File: config.mk
export PLATFORM = sky130hd
export DESIGN_NAME = uarttx_fifo_flat
export DESIGN_NICKNAME = d
export VERILOG_FILES = /design/src/rtl/uarttx_fifo_if.sv /design/src/rtl/uarttx_fifo.sv /design/src/flat_wrapper.sv
export SDC_FILE = /design/constraint.sdc
export NUM_CORES = 1
export LEC_CHECK = 0
export BUFFER_PORTS_ARGS = -buffer_cell sky130_fd_sc_hd__buf_2
export CAP_MARGIN = 10
export CORE_ASPECT_RATIO = 0.6
export CORE_MARGIN = 5
export CORE_UTILIZATION = 50
export CTS_CLUSTER_DIAMETER = 40
export CTS_CLUSTER_SIZE = 14
export DETAILED_ROUTE_END_ITERATION = 7
export PLACE_DENSITY = 0.66
export SLEW_MARGIN = 40
export SYNTH_ARGS = -nofsm -noshare
export SYNTH_HDL_FRONTEND = slang
export SYNTH_SLANG_ARGS = --single-unit
export TNS_END_PERCENT = 20
File: constraint.sdc
create_clock -name clk -period 4.6 [get_ports clk]
set_clock_uncertainty 0.2 [all_clocks]
set_input_delay 0.92 -clock clk [delete_from_list [all_inputs] [get_ports clk]]
set_output_delay 0.92 -clock clk [all_outputs]
set_load 0.05 [all_outputs]
File: src/rtl/uarttx_fifo_if.sv
// Producer-side write port of the FIFO-backed UART transmitter: character
// strobe in, occupancy and overflow status out.
interface uarttx_fifo_if #(
    parameter int DataBits  = 8,
    parameter int FifoDepth = 16
);
    logic [DataBits-1:0]              wr_data;
    logic                             wr_en;
    logic                             full;
    logic                             empty;
    logic [$clog2(FifoDepth+1)-1:0]   count;
    logic                             overflow;

    modport master (
        output wr_data, wr_en,
        input  full, empty, count, overflow
    );

    modport slave (
        input  wr_data, wr_en,
        output full, empty, count, overflow
    );
endinterface

File: src/rtl/uarttx_fifo.sv
// UART transmitter with a circular transmit FIFO. Characters are popped into
// a shift register at frame start, so the frame in flight is independent of
// later FIFO activity. Frames run back-to-back while the FIFO holds data.
//
// state    | meaning
// ---------+---------------------------------------------------------
// S_IDLE   | line high, waiting for the FIFO to become non-empty
// S_START  | start bit (0) for one bit time
// S_DATA   | DataBits data bits, LSB first
// S_PARITY | parity bit (only when ParityMode != 0)
// S_STOP   | StopBits stop bits (1); pops the next character if any
module uarttx_fifo #(
    parameter int ClockFrequencyHz = 66_000_000,
    parameter int BaudRate         = 9600,
    parameter int DataBits         = 8,
    parameter int ParityMode       = 0,
    parameter int StopBits         = 1,
    parameter int FifoDepth        = 16
) (
    input  logic          clk,
    input  logic          rst,
    uarttx_fifo_if.slave  bus,
    output logic          tx,
    output logic          bsy
);
    localparam int BitTime = ClockFrequencyHz / BaudRate;
    localparam int CntW    = (BitTime > 1) ? $clog2(BitTime) : 1;
    localparam int PtrW    = $clog2(FifoDepth);
    localparam int CountW  = $clog2(FifoDepth + 1);

    localparam logic [CntW-1:0] BitReload = CntW'(BitTime - 1);
    localparam logic [3:0]      LastData  = 4'(DataBits - 1);
    localparam logic [3:0]      LastStop  = 4'(StopBits - 1);

    typedef enum logic [2:0] {
        S_IDLE,
        S_START,
        S_DATA,
        S_PARITY,
        S_STOP
    } state_t;

    state_t              state_q, state_d;
    logic [DataBits-1:0] mem [FifoDepth];
    logic [PtrW-1:0]     wr_ptr_q, rd_ptr_q;
    logic [CountW-1:0]   count_q;
    logic                overflow_q;
    logic                full_w, empty_w, push, pop;
    logic [DataBits-1:0] head;
    logic [CntW-1:0]     bit_cnt_q;
    logic                bit_done;
    logic [3:0]          bit_idx_q;
    logic                last_data, last_stop;
    logic [DataBits-1:0] shift_q;
    logic                parity_q;
    logic                tx_q;
    logic                line_lvl;

    assign full_w    = (count_q == CountW'(FifoDepth));
    assign empty_w   = (count_q == '0);
    assign push      = bus.wr_en && !full_w;
    assign head      = mem[rd_ptr_q];
    assign bit_done  = (bit_cnt_q == '0);
    assign last_data = (bit_idx_q == LastData);
    assign last_stop = (bit_idx_q == LastStop);

    assign bus.full     = full_w;
    assign bus.empty    = empty_w;
    assign bus.count    = count_q;
    assign bus.overflow = overflow_q;

    assign tx  = tx_q;
    assign bsy = (state_q != S_IDLE) || !empty_w;

    // FIFO storage; contents need no reset since count gates every read.
    always_ff @(posedge clk) begin
        if (push) mem[wr_ptr_q] <= bus.wr_data;
    end

    // FIFO pointers, occupancy and sticky overflow flag.
    always_ff @(posedge clk) begin
        if (rst) begin
            wr_ptr_q   <= '0;
            rd_ptr_q   <= '0;
            count_q    <= '0;
            overflow_q <= 1'b0;
        end else begin
            if (push) wr_ptr_q <= wr_ptr_q + 1'b1;
            if (pop)  rd_ptr_q <= rd_ptr_q + 1'b1;
            if (push && !pop)      count_q <= count_q + 1'b1;
            else if (!push && pop) count_q <= count_q - 1'b1;
            if (bus.wr_en && full_w) overflow_q <= 1'b1;
        end
    end

    // FSM state register.
    always_ff @(posedge clk) begin
        if (rst) state_q <= S_IDLE;
        else     state_q <= state_d;
    end

    // Next state, FIFO pop and the line level for the current state.
    always_comb begin
        state_d  = state_q;
        pop      = 1'b0;
        line_lvl = 1'b1;
        case (state_q)
            S_IDLE: begin
                if (!empty_w) begin
                    pop     = 1'b1;
                    state_d = S_START;
                end
            end
            S_START: begin
                line_lvl = 1'b0;
                if (bit_done) state_d = S_DATA;
            end
            S_DATA: begin
                line_lvl = shift_q[0];
                if (bit_done && last_data)
                    state_d = (ParityMode != 0) ? S_PARITY : S_STOP;
            end
            S_PARITY: begin
                line_lvl = parity_q;
                if (bit_done) state_d = S_STOP;
            end
            S_STOP: begin
                if (bit_done && last_stop) begin
                    if (!empty_w) begin
                        pop     = 1'b1;
                        state_d = S_START;
                    end else begin
                        state_d = S_IDLE;
                    end
                end
            end
            default: state_d = S_IDLE;
        endcase
    end

    // Bit timer, bit index, character shift register and registered line.
    // tx trails the FSM by one cycle, which is why the start bit appears two
    // cycles after the write that triggered it.
    always_ff @(posedge clk) begin
        if (rst) begin
            bit_cnt_q <= BitReload;
            bit_idx_q <= '0;
            shift_q   <= '0;
            parity_q  <= 1'b0;
            tx_q      <= 1'b1;
        end else begin
            tx_q <= line_lvl;

            if (pop || bit_done || state_q == S_IDLE) bit_cnt_q <= BitReload;
            else                                      bit_cnt_q <= bit_cnt_q - 1'b1;

            if (pop) begin
                shift_q  <= head;
                parity_q <= (ParityMode == 1) ? ~(^head) : ^head;
            end else if (state_q == S_DATA && bit_done) begin
                shift_q <= shift_q >> 1;
            end

            if (bit_done && state_q == S_DATA)
                bit_idx_q <= last_data ? 4'd0 : bit_idx_q + 1'b1;
            else if (bit_done && state_q == S_STOP)
                bit_idx_q <= last_stop ? 4'd0 : bit_idx_q + 1'b1;
        end
    end
endmodule

File: src/flat_wrapper.sv
// flat-port wrapper written by rule: the top's interface ports become plain ports
module uarttx_fifo_flat 
#(
    parameter int ClockFrequencyHz = 66_000_000,
    parameter int BaudRate         = 9600,
    parameter int DataBits         = 8,
    parameter int ParityMode       = 0,
    parameter int StopBits         = 1,
    parameter int FifoDepth        = 16
)
  (clk, rst, tx, bsy, bus_wr_data, bus_wr_en, bus_full, bus_empty, bus_count, bus_overflow);
  uarttx_fifo_if #(.DataBits(DataBits), .FifoDepth(FifoDepth)) bus_i ();
  input  logic clk;
  input  logic rst;
  output logic tx;
  output logic bsy;
  input wire logic [$bits(bus_i.wr_data)-1:0] bus_wr_data;
  input wire logic [$bits(bus_i.wr_en)-1:0] bus_wr_en;
  output wire logic [$bits(bus_i.full)-1:0] bus_full;
  output wire logic [$bits(bus_i.empty)-1:0] bus_empty;
  output wire logic [$bits(bus_i.count)-1:0] bus_count;
  output wire logic [$bits(bus_i.overflow)-1:0] bus_overflow;
  assign bus_i.wr_data = bus_wr_data;
  assign bus_i.wr_en = bus_wr_en;
  assign bus_full = bus_i.full;
  assign bus_empty = bus_i.empty;
  assign bus_count = bus_i.count;
  assign bus_overflow = bus_i.overflow;
  uarttx_fifo #(.ClockFrequencyHz(ClockFrequencyHz), .BaudRate(BaudRate), .DataBits(DataBits), .ParityMode(ParityMode), .StopBits(StopBits), .FifoDepth(FifoDepth)) u_core (.clk(clk), .rst(rst), .bus(bus_i), .tx(tx), .bsy(bsy));
endmodule
Word level (Yosys, flattened, before mapping)
Memory sizes are Yosys's and may differ from the RTL's. A register that Yosys moved wholly into a read port is not among the register bits. Cells that the tools add are included.

$add $sub $neg: 6. Eq/ne operators: 11. Muxes and demuxes: 23. Reduce and logical (&&, ||, !) cells: 26.

Operator list (count): $mux 4 (6); $mux 8 (2); $mux 3 (5); $pmux 3 s5 (1); $logic_not 13->1 (1); $sub 13x1->13 const B (1); $add 4x1->4 const B (3); $mux 5 (2); $logic_and 1x1->1 (8); $ne 2x1->1 const B (4); $reduce_xor 8->1 (1); $eq 3x2->1 const B (2); $reduce_bool 2->1 (3); $add 5x1->5 const B (1); $eq 5x5->1 const B (1); $logic_not 5->1 (1); $mux 1 (5); $reduce_and 5->1 (1); $sub 5x1->5 const B (1); $eq 4x3->1 const B (1); $logic_not 1->1 (4); $logic_not 4->1 (1); $eq 3x1->1 const B (1); $eq 3x3->1 const B (1); other kinds (7) (9).

Flip-flop bits (word level): 44. RAM bits: 128. Input bits: 11. Output and inout port bits: 10. Word-level logic and storage cells: 77. Memories kept: 1.

Memory list: u_core.mem (depth 16, width 8, rd ports 1, clocked after memory_dff 1, wr ports 1, line uarttx_fifo.sv:44) `logic [DataBits-1:0] mem [FifoDepth];`.

Logic depth before layout (Yosys ltp)
Gate-level depths: netlist of the first run.

Depth after elaboration: 7. Depth in mapped cells: 17. Depth with buffers taken out: 16.

Least setup slack after synthesis of the first run
OpenSTA, ideal clock, no wires.

Path kind: reg2reg. Start: reg u_core.count_q[0], in the netlist u_core.bus.count[0]. End: reg u_core.count_q[4], in the netlist u_core.bus.count[4]. Library setup time: 0.071 ns. Arrival: 3.716 ns. Data required time: 4.329 ns. Path slack: 0.613 ns. Stages on the path, launching flop included: 15. Buffers on the path: 1. Clock period less this slack: 3.987 ns. Path through: dfxtp_1 -> nor4_1 -> nor2b_1 -> nor3_1 -> nor2b_1 -> inv_1 -> buf_2 -> ha_1 -> inv_1 -> fa_1 -> a21o_1 -> a21oi_1 -> xnor2_1 -> or3_1 -> a21oi_1.

Cells in the longest elaborated chain, start to end: 7. Elaborated cells between the ends (all ways): 16. Those cells by class: add/sub: 2; eq/ne: 1; mux: 5; reduce/logical: 8.

RTL lines: start, declared (line uarttx_fifo.sv:46) `logic [CountW-1:0] count_q;`; start signal, assigned (line uarttx_fifo.sv:90) `if (push && !pop) count_q <= count_q + 1'b1;`; start signal, assigned (line uarttx_fifo.sv:91) `else if (!push && pop) count_q <= count_q - 1'b1;`; $logic_not 5->1 * (line uarttx_fifo.sv:60) `assign empty_w = (count_q == '0);`; via bus_empty (line flat_wrapper.sv:20) `output wire logic [$bits(bus_i.empty)-1:0] bus_empty;`; $mux 1 * (line uarttx_fifo.sv:109, uarttx_fifo.sv:129); $mux 1 (line uarttx_fifo.sv:128) `if (bit_done && last_stop) begin`; $pmux 1 s2 * (line uarttx_fifo.sv:107) `case (state_q)`; $logic_not 1->1 (line uarttx_fifo.sv:90); $logic_and 1x1->1 (line uarttx_fifo.sv:90); $mux 5 / $reduce_bool 2->1 (equally long branches).

The timed path passes the listed nets; every way through them passes the cells marked *. The select of a mux whose other input is x is not followed. A chain may end at the register's enable or synchronous reset.

Worst setup path in the final report of the first run
Start: reg u_core.bit_cnt_q[4]. End: reg u_core.count_q[4], in the netlist u_core.bus.count[4].

Cells in the longest elaborated chain, start to end: 7. Elaborated cells between the ends (all ways): 9. Those cells by class: mux: 3; reduce/logical: 6.

RTL lines: start, declared (line uarttx_fifo.sv:50) `logic [CntW-1:0] bit_cnt_q;`; start signal, assigned (line uarttx_fifo.sv:146) `bit_cnt_q <= BitReload;`; start signal, assigned (line uarttx_fifo.sv:154) `if (pop || bit_done || state_q == S_IDLE) bit_cnt_q <= BitReload;`; start signal, assigned (line uarttx_fifo.sv:155) `else bit_cnt_q <= bit_cnt_q - 1'b1;`; $logic_not 13->1 * (line uarttx_fifo.sv:63) `assign bit_done = (bit_cnt_q == '0);`; $logic_and 1x1->1 * (line uarttx_fifo.sv:128); $mux 1 * (line uarttx_fifo.sv:128); $pmux 1 s2 * (line uarttx_fifo.sv:107); $logic_not 1->1 (line uarttx_fifo.sv:90); $logic_and 1x1->1 (line uarttx_fifo.sv:90); $mux 5 / $reduce_bool 2->1 (equally long branches).

Every way passes the cells marked *; elsewhere a longest branch is shown, timed or not.

==> results of run 1 <==
[worst max path at each step]
stage / start / end / slack [ns] / cells past startpoint
floorplan: u_core.bus.count[0] / u_core.bus.count[4] / 0.61 / 14
global placement: u_core.bit_cnt_q[4] / u_core.bus.count[4] / 0.83 / 14
detailed placement: u_core.bit_cnt_q[4] / u_core.bus.count[4] / 0.76 / 14
CTS: u_core.bit_cnt_q[4] / u_core.bus.count[4] / 0.71 / 14
global route: u_core.bit_cnt_q[4] / u_core.bus.count[4] / 0.48 / 14
finish: u_core.bit_cnt_q[4] / u_core.bus.count[4] / 0.72 / 14
[power by group through the flow]
| stage | Sequential (W) | Clock (W) | Combinational, W |
|---|---|---|---|
| floorplan | 0.00196 | 0 | 0.000917 |
| global placement | 0.00197 | 0 | 0.00115 |
| detailed placement | 0.00198 | 0 | 0.00118 |
| CTS | 0.00195 | 0.00147 | 0.00119 |
| global route | 0.00197 | 0.00154 | 0.00130 |
| finish | 0.00195 | 0.00145 | 0.00119 |
[cells in the final DEF, fill, tap and decap left out, types with 2 or more instances in the layout]
cell,instances
clkinv_1,2
dfxtp_1,46
clkinvlp_4,5
a21oi_1,19
bufinv_16,3
nor3_4,2
nand2b_1,3
xor2_1,8
a21o_1,3
or3_1,7
nor3_1,10
buf_2,20
nor3_2,2
ha_1,13
mux4_2,24
a22oi_1,17
mux2i_1,5
nand3_1,2
inv_6,2
xnor2_1,20
buf_4,5
nor2_2,12
nor2_1,41
clkbuf_16,17
o21ai_0,2
inv_1,9
and2_1,2
mux4_1,8
clkbuf_1,2
nor2b_1,7
nor4_1,4
a211oi_1,6
edfxtp_1,128
nand4_1,3
nand2_1,37
[per-layer routing]
metal  vias to the layer above  global-route usage
met2                        89               0.248
met4                         0              0.0537
li1                       1844                   -
met5                         -                   0
met1                      1962               0.280
met3                         6              0.0451
[critical path: cells and delay by family (launching register included)]
kind                       cells  cell delay, ns
adders and majority gates      2            0.60
xor gates and xnor gates       1            0.09
and+or+nand+nor                4            1.27
AOI/OAI and AO/OA              4            0.75
DFF                            1            0.35
buffers and inverters          3            0.56
[final cells by class]
cell class / instances / area [sq um] / share of cell area
multi-input cells: 267 / 2270 / 0.280
clock inverters: 13 / 161 / 0.0199
inverters: 9 / 33.8 / 0.00417
flip-flops and latches: 176 / 4810 / 0.593
repair buffers: 26 / 158 / 0.0195
clock buffers: 19 / 433 / 0.0534
well taps: 192 / 240 / 0.0296
[cells in the mapped netlist (2+ instances only)]
master,n,share of area
mux4_1,8,0.029
mux4_2,24,0.075
dfxtp_1,48,0.13
buf_1,4,0.0021
nor2b_1,7,0.0061
nor4_1,4,0.0035
a211oi_1,6,0.0063
edfxtp_1,128,0.54
mux2i_1,5,0.0070
ha_1,13,0.023
o21ai_0,2,0.0014
inv_1,9,0.0047
nor2_1,53,0.028
xnor2_1,20,0.024
xor2_1,8,0.0098
clkbuf_1,12,0.0063
a22oi_1,17,0.018
or3_1,7,0.0061
and2_1,2,0.0017
nor3_1,13,0.0091
buf_2,5,0.0035
nand2b_1,3,0.0026
nand2_1,37,0.019
a21oi_1,19,0.013
nand4_1,3,0.0026
a21o_1,3,0.0031
nand3_1,2,0.0014
[stage by stage]
step	cell area (sq um)	setup WS [ns]	total power, W	utilization	hold slack [ns]
after floorplan	7170	0.613	0.00288	-	0.214
after global placement	7460	0.833	0.00313	0.539	0.227
after detailed placement	7500	0.760	0.00316	0.542	0.241
after CTS	8090	0.707	0.00461	0.585	0.260
after global routing	8110	0.479	0.00481	0.586	0.286
final	8110	0.716	0.00459	0.586	0.255
[cell families after synthesis]
logic type / count (synthesis) / share of synthesized area
flops: 176 / 0.670
simple gates: 136 / 0.0882
compound gates: 52 / 0.0491
mux: 37 / 0.112
buf+inv: 32 / 0.0209
xor+xnor: 28 / 0.0342
fa+ha+maj: 14 / 0.0255
[flip-flops by register name, indices dropped and copies added (netlist names), named ones only]
register and count:
u_core.mem 128, u_core.wr_ptr_q 4, u_core.shift_q 8, u_core.state_q 3
u_core.bus.count 5, u_core.parity_q 1, u_core.bus.overflow 1, u_core.bit_cnt_q 13
u_core.tx 1, u_core.rd_ptr_q 4, u_core.bit_idx_q 4
==> impl_metrics.toml, run 1 <==
[outcome]
status = "complete, no violations"

[setup_path]
cp.arrival_ns = 4.03
rrSetupSlack_ns = 0.72
r2r-end = "u_core.bus.count[4]"
crit_required_ns = 4.75
cpPeakStageDelay_ns = 0.60
path_cells = "or4_1 -> nand4b_4 -> o21a_1 -> nor2b_1 -> buf_4 -> inv_1 -> ha_1 -> inv_1 -> ha_1 -> a21o_1 -> a21oi_1 -> xnor2_1 -> or3_1 -> a21oi_1"
ff2ff_path_depth = 14
path_class = "flop to flop"
reg2reg_from = "u_core.bit_cnt_q[4]"
crit_slowest_cell = "or4_1"
end_kind = "flop"
crit_fanout = 13
startpoint_type = "flop"

[grt]
antenna_found_initial = 0
grt_pass1_wl_mm = 22.1
grt_usage = 0.179
grt_pass1_vias = 3856
gr-total-overflow = 0
grt_max_degree = 35

[run]
cap_viol_max_count = 0

[pwr]
switching_share = 0.307
power_frac_comb = 0.259
seq_power_share = 0.425
peakVddDrop_v = 0.000277
power.density_mw_per_mm2 = 566
p_leak_nw = 2.67
p_switching_w = 0.00141
pwr-share-clk = 0.316
internal_power_w = 0.00318

[timing]
timing.final.crit_share = 0.844
worst_pin_slew_ns = 0.781
report.final.hold_viol_count = 0
finalSetupViolCount = 0
slew_headroom = 0.476
clock.fmax_ghz = 0.257
final_max_slew_viol_count = 0
rsz0062_at_grt = "no"
final.setup.tns_ns = 0
fin_crit_ns = 3.88

[detailed_routing]
wl_met1_mm = 6.94
drt-pass1-iter-count = 5
drtIter0Drc = 391
post_drt_via_cell_ratio = 5.56
post_drt_wl_per_cell_um = 20.4
highest_layer = "met4"
final_antenna_net_count = 0
wirelength_mm = 14.3
wl_met3_um = 942
vias = 3901
drc = 0
dr_wl_met2_mm = 6.31

[die]
core_sq_mm = 0.0138
dieArea_sq_mm = 0.0169
start_util = 0.518
die_height_um = 103
row_count = 33
num_io_pins = 21
die-width_um = 165

[synth]
async_reset_ff_frac = 0
synth_edf_count = 128
synth_warnings = 0
syn_inst = 475
syn_area_sq_mm = 0.00717
synthFlopType = "edfxtp_1"
synth.distinct_cells = 40
synth_fp_nets = 500
syn_area_per_cell_sq_um = 15.1
ys_seq_area_frac = 0.670
synth_seq_cells = 176

[clock_network]
hold_buffers = 0
root_buffer = "clkbuf_16"
cts-buffers-inserted = 17
h-tree-depth = 4
numClockSinks = 176
path_clk_slew_ns = 0.07
cts_buffer_depth = 2
cts_resized = 0
post_cts_buffers = 0
clk_latency_ns = 0.42
tritoncts = "done"

[layout]
stdcell_count = 702
drive_gt1_frac = 0.194
nets = 522
synthToLayoutAreaGrowth_pct = 13.1
diodes = 0
fillers = 1068

[placement]
portBuffers = 20
place_congestion = 0.785
numPlacedInstances = 670
hpwl_mm = 9.70

[hold_path]
worstHoldEndpoint = "u_core.bit_cnt_q[0]"
holdPathStages = 1
worstHoldStart = "u_core.bit_cnt_q[0]"
hold_class = "flop to flop"
Note: power is estimated with default switching activity, not from simulation.
==> run 2, diff against run 1 <==
--- a/config.mk
+++ b/config.mk
@@ -5,6 +5,7 @@
 export SDC_FILE = /design/constraint.sdc
 export NUM_CORES = 1
 export LEC_CHECK = 0
+export ABC_AREA = 1
 export BUFFER_PORTS_ARGS = -buffer_cell sky130_fd_sc_hd__buf_2
 export CAP_MARGIN = 10
 export CORE_ASPECT_RATIO = 0.6
==> constraint.sdc (replaced) <==
create_clock -name clk -period 4 [get_ports clk]
set_clock_uncertainty 0.2 [all_clocks]
set_input_delay 0.8 -clock clk [delete_from_list [all_inputs] [get_ports clk]]
set_output_delay 0.8 -clock clk [all_outputs]
set_load 0.05 [all_outputs]
==> impl_metrics.toml, run 2 <==
[timing]
timing.final.crit_share = 0.756
rsz0062_at_grt = "no"
finalSetupViolCount = 0
report.final.hold_viol_count = 0
worst_pin_slew_ns = 0.880
fin_crit_ns = 3.03
final_max_slew_viol_count = 0
final.setup.tns_ns = 0
slew_headroom = 0.411
clock.fmax_ghz = 0.330

[placement]
place_congestion = 0.810
portBuffers = 20
hpwl_mm = 11.4
numPlacedInstances = 1067

[pwr]
p_switching_w = 0.00220
pwr-share-clk = 0.280
power_frac_comb = 0.332
switching_share = 0.388
internal_power_w = 0.00347
p_leak_nw = 3.72
power.density_mw_per_mm2 = 649
peakVddDrop_v = 0.000465
seq_power_share = 0.388

[die]
core_sq_mm = 0.0155
row_count = 35
start_util = 0.514
die_height_um = 108
die-width_um = 173
num_io_pins = 21
dieArea_sq_mm = 0.0186

[layout]
largest_reg_flops = 128
diodes = 0
utilization = 0.563
nets = 908
reg.largest.list = "u_core.mem: 128 flops, u_core.bit_cnt_q: 13 flops, u_core.shift_q: 8 flops"
mostFrequentLayoutCells = "nand2_1 (273), edfxtp_1 (128), inv_1 (118), nand3_1 (94), nor2_1 (67)"
drive_gt1_frac = 0.0915
top_register = "u_core.mem"
fillers = 1381
synthToLayoutAreaGrowth_pct = 9.63
layout_commonest_cell = "nand2_1"
stdcell_count = 1099

[synth]
syn_area_sq_mm = 0.00796
ys_top_cells_by_count = "nand2_1 (273), edfxtp_1 (128), inv_1 (118), nand3_1 (94), nor2_1 (69)"
ys_top_cells_by_area = "edfxtp_1 (48%), nand2_1 (13%), dfxtp_1 (12%)"
synth_fp_nets = 893
synth_edf_count = 128
yosysMostFrequentCell = "nand2_1"
syn_area_per_cell_sq_um = 9.17
yosysTopAreaCell = "edfxtp_1"
synth_seq_cells = 176
synth_warnings = 0
syn_inst = 868
async_reset_ff_frac = 0
yosysTopAreaCellShare = 0.483
synthFlopType = "edfxtp_1"
ys_seq_area_frac = 0.603
synth.distinct_cells = 37

[detailed_routing]
drc = 0
drtIter0Drc = 706
post_drt_via_cell_ratio = 5.20
post_drt_wl_per_cell_um = 16.3
wirelength_mm = 17.9
vias = 5710
drt-pass1-iter-count = 7
final_antenna_net_count = 0

[clock_network]
path_clk_slew_ns = 0.08
cts_resized = 0
cts-buffers-inserted = 17
tritoncts = "done"
hold_buffers = 0
h-tree-depth = 4
numClockSinks = 176
root_buffer = "clkbuf_16"
clk_latency_ns = 0.43
post_cts_buffers = 0
cts_buffer_depth = 2

[setup_path]
crit_fanout = 9
end_kind = "flop"
reg2reg_from = "u_core.bus.count[0]"
cp.arrival_ns = 3.16
rrSetupSlack_ns = 0.97
path_class = "flop to flop"
crit_required_ns = 4.13
startpoint_type = "flop"
r2r-end = "u_core.bus.count[4]"
ff2ff_path_depth = 13

[hold_path]
worstHoldStart = "u_core.bit_cnt_q[0]"
hold_class = "flop to flop"
holdPathStages = 1
worstHoldEndpoint = "u_core.bit_cnt_q[0]"

[grt]
grt_usage = 0.199
gr-total-overflow = 0
grt_max_degree = 69
grt_pass1_vias = 5278
grt_pass1_wl_mm = 28.8
antenna_found_initial = 0

[outcome]
status = "complete, no violations"

[run]
cap_viol_max_count = 0
==> run 2: changes by cell type in the layout (fill, tap and decap cells not counted), sizes merged, moves of 6 or more <==
cell	before	now
a22oi	17	0
a31oi	0	8
inv	11	134
mux4	32	0
nand2	37	278
nand3	2	95
nor2	53	73
nor2b	7	0
nor3	14	8
o21ai	2	24
or3	7	0
xnor2	20	4
==> run 2: critical path, cell delays in order (launching register included) <==
cell and delay [ns]:
dfxtp_1 0.38, nor4_1 0.44, nand2_1 0.23, nand3_4 0.21
ha_1 0.20, inv_1 0.11, fa_1 0.41, a21o_1 0.17
a21oi_1 0.17, nor2_1 0.06, nor2_1 0.08, nand2_1 0.07
o21ai_0 0.13, a21oi_1 0.05
==> run 2: cells by family after synthesis <==
family | count (synthesis) | synth area share
buf+inv | 154 | 0.0815
compound gates | 54 | 0.0393
fa+ha+maj | 14 | 0.0229
flops | 176 | 0.603
xor+xnor | 8 | 0.00880
simple gates | 462 | 0.244
==> run 2: worst max path at each step <==
stage,start,end,slack (ns),cells past startpoint
after global routing,u_core.bit_cnt_q[4],u_core.bus.count[4],0.69,18
after global placement,u_core.bit_cnt_q[2],u_core.bus.count[4],1.0,17
after CTS,u_core.bit_cnt_q[4],u_core.bus.count[4],0.97,18
after floorplan,u_core.bus.count[0],u_core.bus.count[4],1.13,13
after detailed placement,u_core.bit_cnt_q[2],u_core.bus.count[4],0.98,17
final,u_core.bus.count[0],u_core.bus.count[4],0.97,13
==> run 2: power groups by stage <==
stage	combinational [W]	sequential, W	clock [W]
2_1_floorplan	0.00137	0.00230	0
3_3_place_gp	0.00183	0.00223	0
3_5_place_dp	0.00185	0.00223	0
4_1_cts	0.00186	0.00220	0.00160
5_1_grt	0.00212	0.00222	0.00168
6_report	0.00188	0.00220	0.00159
==> run 2: routing by layer <==
layer	GRT usage	vias to the layer above	part of all wire
met4	0.0518	0	0.014
li1	-	2834	-
met5	0	-	0
met2	0.264	186	0.38
met3	0.0502	22	0.074
met1	0.318	2668	0.53
==> run 2: layout make-up <==
class,instances,area [sq um],area share
well taps,203,254,0.0291
inverters,126,474,0.0543
multi-input cells,538,2510,0.288
repair buffers,24,130,0.0149
flip-flops and latches,176,4810,0.550
clock inverters,15,126,0.0145
clock buffers,17,425,0.0487
==> run 2: metrics by stage <==
stage | total power, W | setup slack, ns | hold slack [ns] | cell area [sq um]
floorplan | 0.00367 | 1.13 | 0.193 | 7960
global placement | 0.00407 | 0.997 | 0.201 | 8170
detailed placement | 0.00408 | 0.982 | 0.202 | 8170
CTS | 0.00566 | 0.966 | 0.210 | 8730
global route | 0.00602 | 0.695 | 0.219 | 8730
finish | 0.00566 | 0.974 | 0.211 | 8730
==> run 3, diff against run 2 <==
--- a/config.mk
+++ b/config.mk
@@ -5,7 +5,7 @@
 export SDC_FILE = /design/constraint.sdc
 export NUM_CORES = 1
 export LEC_CHECK = 0
-export ABC_AREA = 1
+export ABC_AREA = 0
 export BUFFER_PORTS_ARGS = -buffer_cell sky130_fd_sc_hd__buf_2
 export CAP_MARGIN = 10
 export CORE_ASPECT_RATIO = 0.6
@@ -14,7 +14,7 @@
 export CTS_CLUSTER_DIAMETER = 40
 export CTS_CLUSTER_SIZE = 14
 export DETAILED_ROUTE_END_ITERATION = 7
-export PLACE_DENSITY = 0.66
+export PLACE_DENSITY = 0.69
 export SLEW_MARGIN = 40
 export SYNTH_ARGS = -nofsm -noshare
 export SYNTH_HDL_FRONTEND = slang
==> constraint.sdc (replaced) <==
create_clock -name clk -period 2.55 [get_ports clk]
set_clock_uncertainty 0.2 [all_clocks]
set_input_delay 0.51 -clock clk [delete_from_list [all_inputs] [get_ports clk]]
set_output_delay 0.51 -clock clk [all_outputs]
set_load 0.05 [all_outputs]
==> impl_metrics.toml, run 3 (synthesis results as in run 1) <==
[timing]
slew_headroom = 0.373
timing.final.crit_share = 1.20
final_max_slew_viol_count = 0
rsz0062_at_grt = "yes"
worst_pin_slew_ns = 0.939
fin_crit_ns = 3.05
finalSetupViolCount = 5
report.final.hold_viol_count = 0
postLayoutSetupSlackWorst_ns = -0.501
clock.fmax_ghz = 0.328

[detailed_routing]
wirelength_mm = 14.9
final_antenna_net_count = 0
vias = 4167
post_drt_via_cell_ratio = 5.49
drt-pass1-iter-count = 5
drtIter0Drc = 346
post_drt_wl_per_cell_um = 19.6
drc = 0

[placement]
numPlacedInstances = 726
hpwl_mm = 10.2
portBuffers = 20
place_congestion = 0.797

[layout]
reg.largest.list = "u_core.mem: 128 flops, u_core.bit_cnt_q: 13 flops, u_core.shift_q: 8 flops"
stdcell_count = 759
nets = 579
synthToLayoutAreaGrowth_pct = 21.4
layout_commonest_cell = "edfxtp_1"
largest_reg_flops = 128
drive_gt1_frac = 0.321
top_register = "u_core.mem"
diodes = 0
mostFrequentLayoutCells = "edfxtp_1 (128), buf_4 (57), nor2_1 (42), dfxtp_1 (41), nand2_1 (37)"

[grt]
grt_max_degree = 34
gr-total-overflow = 0
antenna_found_initial = 0
grt_usage = 0.191
grt_pass1_wl_mm = 23.8
grt_pass1_vias = 4283

[clock_network]
cts-buffers-inserted = 17
h-tree-depth = 4
root_buffer = "clkbuf_16"
tritoncts = "done"
hold_buffers = 0
path_clk_slew_ns = 0.07
numClockSinks = 176
clk_latency_ns = 0.42
cts_buffer_depth = 2

[pwr]
p_total_w = 0.00884
peakVddDrop_v = 0.000587
power.density_mw_per_mm2 = 1020
p_leak_nw = 3.00

[setup_path]
cp.arrival_ns = 3.20
reg2reg_from = "u_core.bit_cnt_q[5]"
end_kind = "flop"
startpoint_type = "flop"
ff2ff_path_depth = 13
crit_fanout = 4
path_class = "flop to flop"
crit_required_ns = 2.70
rrSetupSlack_ns = -0.50
r2r-end = "u_core.bus.count[4]"

[hold_path]
worstHoldEndpoint = "u_core.bus.overflow"
hold_class = "input pin to flop"
holdPathStages = 3
worstHoldStart = "bus_wr_en"

[die]
dieArea_sq_mm = 0.0169
die-width_um = 165
start_util = 0.518
row_count = 33
num_io_pins = 21
core_sq_mm = 0.0138
die_height_um = 103

[run]
cap_viol_max_count = 0

[outcome]
status = "finished with violations"
failed_checks = "setup timing"
run 3: changes by cell type in the layout (fill, tap and decap cells not counted), sizes merged, moves of 6 or more:
cell	change
a31oi	-8
buf	+59
nor3	+6
xnor2	+16
nand2	-241
inv	-123
or3	+7
mux4	+32
a22oi	+17
nand3	-93
nor2	-20
o21ai	-22
nor2b	+7
run 3: worst max-delay path by stage:
stage,start,to,slack [ns]
2_1_floorplan,u_core.bit_cnt_q[7],u_core.bus.count[4],-0.54
3_3_place_gp,u_core.bit_cnt_q[7],u_core.bus.count[3],-0.46
3_5_place_dp,u_core.bit_cnt_q[7],u_core.bus.count[4],-0.51
4_1_cts,u_core.bit_cnt_q[7],u_core.bus.count[4],-0.53
5_1_grt,u_core.bit_cnt_q[5],u_core.bus.count[4],-0.62
6_report,u_core.bit_cnt_q[5],u_core.bus.count[4],-0.50
run 3: critical path, stage by stage (launching register included):
cell	delay (ns)
dfxtp_2	0.32
or4_4	0.52
nand4b_4	0.20
o21a_1	0.23
nor2b_2	0.15
inv_2	0.07
ha_4	0.17
inv_4	0.07
ha_4	0.20
a21o_1	0.17
a21oi_2	0.16
xnor2_1	0.10
or3_1	0.30
a21oi_1	0.13
run 3: power breakdown:
part	leakage (nW)	internal, W	switching, W
clock network	0.285	0.00155	0.00109
registers	1.55	0.00329	0.000116
logic	1.16	0.00134	0.00147
total	3.00	0.00617	0.00267
run 3: layout make-up:
cell class	count	area (sq um)
fillers	999	5130
clock buffers	19	433
clock inverters	13	163
multi-input cells	267	2360
inverters	9	36.3
well taps	192	240
repair buffers	83	648
flip-flops and latches	176	4820
run 3: what timing repair did:
| item | 4_1_cts | 5_1_grt |
|---|---|---|
| pin swaps | 5 | 8 |
| gates resized for setup | 6 | 5 |
| setup buffers | 0 | 1 |
| setup endpoints to repair | 5 | 6 |
run 3: metrics by stage:
step / TNS [ns] / setup WS, ns / hold slack (ns) / util / instance area [sq um]
3_3_place_gp: -1.29 / -0.464 / 0.244 / 0.580 / 8030
2_1_floorplan: -5.03 / -0.545 / 0.214 / - / 7270
3_5_place_dp: -1.77 / -0.509 / 0.260 / 0.582 / 8050
6_report: -1.26 / -0.501 / 0.135 / 0.629 / 8700
5_1_grt: -1.90 / -0.616 / 0.149 / 0.629 / 8700
4_1_cts: -1.44 / -0.526 / 0.125 / 0.627 / 8670
run 3: per-layer routing:
layer  wire length (um)  global-route usage  vias up
met2               6560               0.276      103
li1                   -                   -     1942
met5                  0                   0        -
met3                919              0.0503        9
met1               7270               0.292     2113
met4                111              0.0441        0
